[src/rtl/edge_pulse_pkg.sv]
// Shared mode encodings and a constant width helper for the edge pulse generator.
// Pure definitions: no logic, no latency, no flow control.
package edge_pulse_pkg;

    localparam logic [1:0] EDGE_OFF  = 2'b00;
    localparam logic [1:0] EDGE_RISE = 2'b01;
    localparam logic [1:0] EDGE_FALL = 2'b10;
    localparam logic [1:0] EDGE_BOTH = 2'b11;

    // Bits needed to hold values 0..value-1; never less than one bit.
    function automatic int clog2(input int value);
        int w;
        w = 1;
        for (int i = 1; i < 31; i++) begin
            if ((1 << i) < value) begin
                w = i + 1;
            end
        end
        return w;
    endfunction

endpackage

[src/rtl/edge_pulse_chan.sv]
// One channel: synchroniser, optional debounce (EDGE_DEBOUNCE_EN), edge detect, stretch, sticky flag.
// Pulse follows a sampled input change by SYNC_STAGES(+DEB_CYCLES)+1 cycles; no backpressure.
module edge_pulse_chan
    import edge_pulse_pkg::*;
#(
    parameter int SYNC_STAGES = 2,
    parameter int PULSE_LEN   = 1
`ifdef EDGE_DEBOUNCE_EN
    ,
    parameter int DEB_CYCLES  = 4
`endif
) (
    input  logic       clk,
    input  logic       rst,
    input  logic       armed,
    input  logic       sig,
    input  logic [1:0] mode,
    input  logic       clr,
    output logic       level,
    output logic       pulse,
    output logic       flag
);

    localparam int CW = clog2(PULSE_LEN + 1);

    logic          s;
    logic          d;
    logic          h;
    logic          rise;
    logic          fall;
    logic          edge_det;
    logic [CW-1:0] cnt;

    generate
        if (SYNC_STAGES == 0) begin : g_nosync
            assign s = sig;
        end else begin : g_sync
            logic [SYNC_STAGES-1:0] sync_q;
            always_ff @(posedge clk) begin
                if (rst) begin
                    sync_q <= '0;
                end else begin
                    sync_q[0] <= sig;
                    for (int i = 1; i < SYNC_STAGES; i++) begin
                        sync_q[i] <= sync_q[i-1];
                    end
                end
            end
            assign s = sync_q[SYNC_STAGES-1];
        end
    endgenerate

`ifdef EDGE_DEBOUNCE_EN
    localparam int DW = clog2(DEB_CYCLES + 1);

    logic [DW-1:0] deb_cnt;
    logic          d_q;

    // d only follows s once s has differed from it for DEB_CYCLES consecutive cycles.
    always_ff @(posedge clk) begin
        if (rst) begin
            d_q     <= 1'b0;
            deb_cnt <= '0;
        end else if (s != d_q) begin
            if (deb_cnt == DW'(DEB_CYCLES - 1)) begin
                d_q     <= s;
                deb_cnt <= '0;
            end else begin
                deb_cnt <= deb_cnt + DW'(1);
            end
        end else begin
            deb_cnt <= '0;
        end
    end

    assign d = d_q;
`else
    assign d = s;
`endif

    always_ff @(posedge clk) begin
        if (rst) begin
            h <= 1'b0;
        end else begin
            h <= d;
        end
    end

    assign rise = d & ~h;
    assign fall = ~d & h;

    always_comb begin
        edge_det = 1'b0;
        case (mode)
            EDGE_OFF:  edge_det = 1'b0;
            EDGE_RISE: edge_det = rise;
            EDGE_FALL: edge_det = fall;
            EDGE_BOTH: edge_det = rise | fall;
        endcase
        edge_det = edge_det & armed;
    end

    // pulse is kept as its own flop, equal to (cnt != 0), so the output is glitch-free.
    always_ff @(posedge clk) begin
        if (rst) begin
            cnt   <= '0;
            pulse <= 1'b0;
        end else begin
            if (edge_det) begin
                cnt <= CW'(PULSE_LEN);
            end else if (cnt != '0) begin
                cnt <= cnt - CW'(1);
            end
            pulse <= edge_det | (cnt > CW'(1));
        end
    end

    always_ff @(posedge clk) begin
        if (rst) begin
            flag <= 1'b0;
        end else if (edge_det) begin
            flag <= 1'b1;
        end else if (clr) begin
            flag <= 1'b0;
        end
    end

    assign level = d;

endmodule

[src/rtl/edge_pulse_gen.sv]
// Multi-channel edge-to-pulse generator with shared post-reset arming; EDGE_DEBOUNCE_EN adds debounce.
// Pulse latency SYNC_STAGES(+DEB_CYCLES)+1 cycles; no backpressure, every edge is captured.
module edge_pulse_gen
    import edge_pulse_pkg::*;
#(
    parameter int N_CH        = 4,
    parameter int SYNC_STAGES = 2,
    parameter int PULSE_LEN   = 1,
    parameter int DEB_CYCLES  = 4
) (
    input  logic                clk,
    input  logic                rst,
    input  logic [N_CH-1:0]     sig,
    input  logic [2*N_CH-1:0]   mode,
    input  logic [N_CH-1:0]     clr,
    output logic [N_CH-1:0]     level,
    output logic [N_CH-1:0]     pulse,
    output logic [N_CH-1:0]     flag
);

`ifdef EDGE_DEBOUNCE_EN
    localparam bit DEB_EN = 1'b1;
`else
    localparam bit DEB_EN = 1'b0;
`endif

    // Long enough for the reset-zeroed pipeline to fill, hiding inputs already high at reset.
    localparam int ARM_LEN = SYNC_STAGES + 1 + (DEB_EN ? DEB_CYCLES : 0);
    localparam int AW      = clog2(ARM_LEN + 1);

    logic [AW-1:0] arm_cnt;
    logic          armed;

    always_ff @(posedge clk) begin
        if (rst) begin
            arm_cnt <= '0;
        end else if (arm_cnt != AW'(ARM_LEN)) begin
            arm_cnt <= arm_cnt + AW'(1);
        end
    end

    assign armed = (arm_cnt == AW'(ARM_LEN));

    generate
        for (genvar i = 0; i < N_CH; i++) begin : g_ch
            edge_pulse_chan #(
                .SYNC_STAGES (SYNC_STAGES),
                .PULSE_LEN   (PULSE_LEN)
`ifdef EDGE_DEBOUNCE_EN
                ,
                .DEB_CYCLES  (DEB_CYCLES)
`endif
            ) u_chan (
                .clk   (clk),
                .rst   (rst),
                .armed (armed),
                .sig   (sig[i]),
                .mode  (mode[2*i +: 2]),
                .clr   (clr[i]),
                .level (level[i]),
                .pulse (pulse[i]),
                .flag  (flag[i])
            );
        end
    endgenerate

endmodule

[config.mk]
export PLATFORM = sky130hd
export DESIGN_NAME = edge_pulse_gen
export DESIGN_NICKNAME = d
export VERILOG_FILES = /design/src/rtl/edge_pulse_pkg.sv /design/src/rtl/edge_pulse_chan.sv /design/src/rtl/edge_pulse_gen.sv
export SDC_FILE = /design/constraint.sdc
export NUM_CORES = 1
export LEC_CHECK = 0
export CORE_UTILIZATION = 48
export DETAILED_ROUTE_END_ITERATION = 8
export PLACE_DENSITY_LB_ADDON = 0.15
export RECOVER_POWER = 50
export SETUP_SLACK_MARGIN = 0.15
export SYNTH_ARGS = -nofsm -noshare
export SYNTH_HDL_FRONTEND = slang
export SYNTH_HIERARCHICAL = 1
export SYNTH_SLANG_ARGS = --single-unit
[constraint.sdc]
create_clock -name clk -period 1.8 [get_ports clk]
set_input_delay 0.45 -clock clk [delete_from_list [all_inputs] [get_ports clk]]
set_output_delay 0.45 -clock clk [all_outputs]
set_load 0.05 [all_outputs]
# Word level (Yosys, flattened, before mapping)
# Index checks and enable logic that the tools add are counted.
dict set report op_classes {
  add_sub_neg 5
  magnitude_cmp 4
  n_eq_ne 14
  n_mux 20
  bitwise 28
  n_reduce_logical 8
}
# cell n
set op_table {}
lappend op_table {{$eq A2 B2 Y1 const B} 9}
lappend op_table {{$mux W1} 16}
lappend op_table {{$pmux W1 S4} 4}
lappend op_table {{$and A1 B1 Y1} 12}
lappend op_table {{$eq A2 B1 Y1 const B} 4}
lappend op_table {{$logic_not A2 Y1} 4}
lappend op_table {{$not A1 Y1} 8}
lappend op_table {{$or A1 B1 Y1} 8}
lappend op_table {{$reduce_bool A2 Y1} 4}
lappend op_table {{$gt A1 B1 Y1 const B} 4}
lappend op_table {{$sub A1 B1 Y1 const B} 4}
lappend op_table {{$add A2 B1 Y2 const B} 1}
lappend op_table {{$ne A2 B2 Y1 const B} 1}
dict set report word_totals {
  ff_bits 26
  input_bits 18
  output_inout_bits 12
  wordCells 100
}

# Logic depth before layout (Yosys ltp)
dict set report depth {
  ltp_word 6
  ltp_mapped 5
  depth_no_buf 5
}

# Cells and area by module
# The synthesis kept the hierarchy.
# mod n_inst cells_per_inst area_per_inst_um2 seq_area_each_um2
set by_module_without_submodules {}
lappend by_module_without_submodules {edge_pulse_chan 4 23 222.7 100.1}
lappend by_module_without_submodules {edge_pulse_gen 1 8 91.3 40.0}

# Worst setup path after synthesis
# Ideal clock, no wire load.
dict set report synth_timing {
  kind {reg2reg}
  startpoint {reg g_ch[0].u_chan.g_sync.sync_q[1]}
  endpoint {reg g_ch[0].u_chan.flag}
  setup_time_ps 70
  t_arrival_ps 1381
  setup_slack_ps 349
  path_stages_with_launch 6
  path_buffers 0
  synth_period_minus_slack_ps 1451
  cell_sequence {dfxtp_1 -> inv_1 -> ha_1 -> nor2b_2 -> o211ai_1 -> a21oi_1}
}
dict set report synth_between {
  elab_chain_cells 6
  elab_cells_between_ends 8
  classes_between {mux: 2; bitwise: 5; reduce/logical: 1}
}
# element line
set synth_rtl {}
lappend synth_rtl {{start, declared} edge_pulse_chan.sv:38} ;# logic [SYNC_STAGES-1:0] sync_q;
lappend synth_rtl {{start signal, assigned by index} edge_pulse_chan.sv:45} ;# sync_q[i] <= sync_q[i-1];
lappend synth_rtl {{$not A1 Y1} edge_pulse_chan.sv:90} ;# assign fall = ~d & h;
lappend synth_rtl {{$and A1 B1 Y1} edge_pulse_chan.sv:90}
lappend synth_rtl {{$or A1 B1 Y1} edge_pulse_chan.sv:98} ;# EDGE_BOTH: edge_det = rise | fall;
lappend synth_rtl {{$pmux W1 S4 *} edge_pulse_chan.sv:94} ;# case (mode)
lappend synth_rtl {{$and A1 B1 Y1 *} edge_pulse_chan.sv:100} ;# edge_det = edge_det & armed;
lappend synth_rtl {{$mux W1 or $reduce_bool A2 Y1 (tied branches)} -}
lappend synth_rtl {{end signal, assigned} edge_pulse_chan.sv:120} ;# flag <= 1'b0;
lappend synth_rtl {{end signal, assigned} edge_pulse_chan.sv:122} ;# flag <= 1'b1;
lappend synth_rtl {{end signal, assigned} edge_pulse_chan.sv:124} ;# flag <= 1'b0;
lappend synth_rtl {{end, declared} edge_pulse_chan.sv:21} ;# output logic flag
# Mark *: on every way between the ends. The rest lies on a longest branch, timed or not.
# A chain may end at the register's enable or synchronous reset.

# Worst setup path in the final report
dict set report layout_timing {
  startpoint {reg g_ch[3].u_chan.g_sync.sync_q[1]}
  endpoint {out level[3]}
}
# element line
set layout_rtl {}
lappend layout_rtl {{start, declared} edge_pulse_chan.sv:38}
lappend layout_rtl {{start signal, assigned by index} edge_pulse_chan.sv:45}
lappend layout_rtl {{end, declared} edge_pulse_gen.sv:16} ;# output logic [N_CH-1:0] level,
# No word-level cell between the ends.

==> out/qor.yml <==
synth:
  yosys_warnings: 6
  ys_async_sr_fraction_pct: 0
  yosysMostFrequentCell: "dfxtp_1"
  synth.area.top_cells: "dfxtp_1, ha_1, nor2b_1"
  synthFlopType: "dfxtp_1"
  synth_edf_count: 0
  syn-instance-count: 100
  synth_top_area_share_pct: 44.8
  postSynthAreaPerCell_um2: 9.82
  syn_area_um2: 982
  yosys_register_bits: 22
  synth_top_cell_by_area: "dfxtp_1"
  ys_types: 15
  synth_nets: 128
  synth_seq_area_share_pct: 44.8
  synthTopCellsByCount: "dfxtp_1, inv_1, nor2b_1, ha_1, a21oi_1"
clock_network:
  clkSinkCount: 22
  clkTransAtPathRegs_ns: 0.12
  cts_root_buffer: "clkbuf_4"
  hold_buffers: 0
  ctsResizeCount: 0
  cts_tree: "done"
  cts_max_level: 1
  post-cts-setup-buffers: 0
  clk_latency_ns: 0.30
  cts_made_buffers: 3
  cts_buffer_depth: 2
critical_path:
  rrSetupSlack_ns: 0.57
  critPathCaptureType: "primary output"
  crit_fanout: 3
  worstRegToRegCells: 3
  worst-setup-path-type: "flip-flop to primary output"
  cp_num_buf_inv: 1
  cp_data_arrival_time_ns: 0.89
  cp_slowest_stage_delay_ns: 0.38
  startpoint_type: "flip-flop"
  path_delay_family: "flip-flops"
  reg2reg_to: "g_ch[2].u_chan/flag$_SDFFE_PP0P_"
  critPathRequiredTime_ns: 1.35
  r2r-start: "arm_cnt[0]$_SDFFE_PP0P_"
  critPathSlowestCell: "dfxtp_1"
  crit_chain: "buf_4"
sta:
  hold_violations: 0
  fin_setup_tns_ns: 0
  relSlewSlack_pct: 71.9
  worstMarginPinSlew_ns: 0.421
  setup_viol: 0
  setup_ws_ns: 0.456
  skew_ns: 0.00703
  slew_viol_final: 0
  max_freq_mhz: 744
  rsz0062_at_grt: "false"
  fin_crit_sh_pct: 74.7
  period_needed_ns: 1.34
power:
  p_seq_share_pct: 55.4
  switching_share_pct: 24.5
  internal_power_uw: 714
  ir_drop_v: 0.000578
  pwr-share-comb_pct: 16.6
  p_sw_uw: 232
  power_frac_clock_pct: 28.0
  power_leakage_uw: 0.000545
  p_per_area_nw_per_um2: 718
drt:
  drc: 0
  antenna_left: 0
  vias: 761
  dr.first_iter.drc_count: 7
  wl_per_cell_um: 10.7
  via_per_inst: 4.79
  drt_wl_total_um: 1690
  drtPass1Iterations: 4
global_route:
  use_met3_pct: 2.31
  grt_usage_pct: 18.1
  top_usage_layer: "met2"
  gr-usage-met2_pct: 34.5
  grt_antenna_before_repair: 0
  met1_usage_pct: 19.2
  grt_pass1_wl_um: 2790
  grt_pass1_vias: 712
  grt_max_degree: 23
  grt.overflow.total: 0
flow_run:
  maxCapViolCount: 0
floorplanning:
  die_x_um: 47.2
  rows: 15
  ios: 30
  dieHeight_um: 47.2
  start_util_pct: 54.0
  coreArea_um2: 1820
  dieArea_um2: 2230
worst_hold_path:
  hold_depth: 1
  whs_endpoint: "g_ch[1].u_chan/g_sync.sync_q[1]$_SDFF_PP0_"
  hp-class: "flip-flop to flip-flop"
  hold_start: "g_ch[1].u_chan/g_sync.sync_q[0]$_SDFF_PP0_"
status:
  status: "finished, final reports clean"
final_layout:
  fin_nets: 163
  diodes: 0
  area_delta_synth_final_pct: 34.1
  drive_gt1_share_pct: 18.7
  fillCellCount: 141
placed_design:
  port_buffers: 29
  dp_slack_ns: 0.331
  hpwl_um: 1360
  place.gp.congestion: 0.674
-- per-stage QoR --
| step | area (µm²) | hold WS, ns | util, % | cells | power [µW] |
|---|---|---|---|---|---|
| after floorplan | 982 | 0.414 | - | 100 | 619 |
| final | 1320 | 0.460 | 72.4 | 159 | 945 |
| after global routing | 1320 | 0.474 | 72.4 | 159 | 994 |
| after CTS | 1320 | 0.462 | 72.4 | 159 | 962 |
| after detailed placement | 1280 | 0.439 | 70.4 | 155 | 694 |
| after global placement | 1280 | 0.417 | 70.4 | 155 | 686 |
-- routing by layer --
layer	vias to the layer above	wire (µm)
met5	-	0
li1	395	-
met3	2	64
met1	347	715
met4	0	12
met2	17	902
-- worst max path at each step --
| stage | slack [ns] | from | endpoint | cells past startpoint |
|---|---|---|---|---|
| after floorplan | 0.35 | g_ch[0].u_chan/g_sync.sync_q[1]$_SDFF_PP0_ | g_ch[0].u_chan/flag$_SDFFE_PP0P_ | 5 |
| after global placement | 0.34 | mode[1] | g_ch[0].u_chan/pulse$_SDFF_PP0_ | 4 |
| after detailed placement | 0.33 | mode[5] | g_ch[2].u_chan/pulse$_SDFF_PP0_ | 4 |
| after CTS | 0.44 | g_ch[3].u_chan/g_sync.sync_q[1]$_SDFF_PP0_ | level[3] | 1 |
| after global routing | 0.41 | g_ch[3].u_chan/g_sync.sync_q[1]$_SDFF_PP0_ | level[3] | 1 |
| final | 0.46 | g_ch[3].u_chan/g_sync.sync_q[1]$_SDFF_PP0_ | level[3] | 1 |
-- placed cells by master, fill, tap and decap left out --
cell type	n
nand2b_1	4
ha_1	10
a32oi_1	4
nand2_1	4
nor2b_2	4
a21oi_1	8
dlygate4sd3_1	1
xor2_1	1
clkdlybuf4s50_1	16
clkbuf_8	1
nor2b_4	4
dfxtp_1	22
inv_1	12
o211ai_1	4
nor2_1	6
clkbuf_4	3
buf_4	13
mux2i_1	1
o21ai_0	4
nor2b_1	12
-- cell type report --
class	instances	area (µm²)	area share (%)
inverter	12	45.0	3.42
timing repair buffer	30	268	20.3
multi-input combinational	66	497	37.7
tap	25	31.3	2.37
sequential	22	440	33.4
clock buffer	4	36.3	2.75
-- power by group through the flow --
stage / clock [µW] / combinational, µW / sequential, µW
after floorplan: 0 / 69.4 / 549
after global placement: 0 / 153 / 533
after detailed placement: 0 / 159 / 535
after CTS: 278 / 160 / 524
after global routing: 292 / 175 / 527
final: 265 / 157 / 523
-- sequential cells by signal, indices dropped and copies added, names as in the netlist --
name	flops
arm_cnt	2
g_ch.u_chan/flag	4
g_ch.u_chan/pulse	4
g_ch.u_chan/g_sync.sync_q	8
g_ch.u_chan/h	4
-- logic make-up after synthesis --
kind of cell | Yosys count | share of synthesized area, %
buf+inv | 12 | 4.59
fa+ha+maj | 10 | 12.7
simple gates | 34 | 23.2
compound gates | 20 | 12.7
mux | 1 | 1.02
xor+xnor | 1 | 0.892
flops | 22 | 44.8
Power figures use the tool's default switching activity.
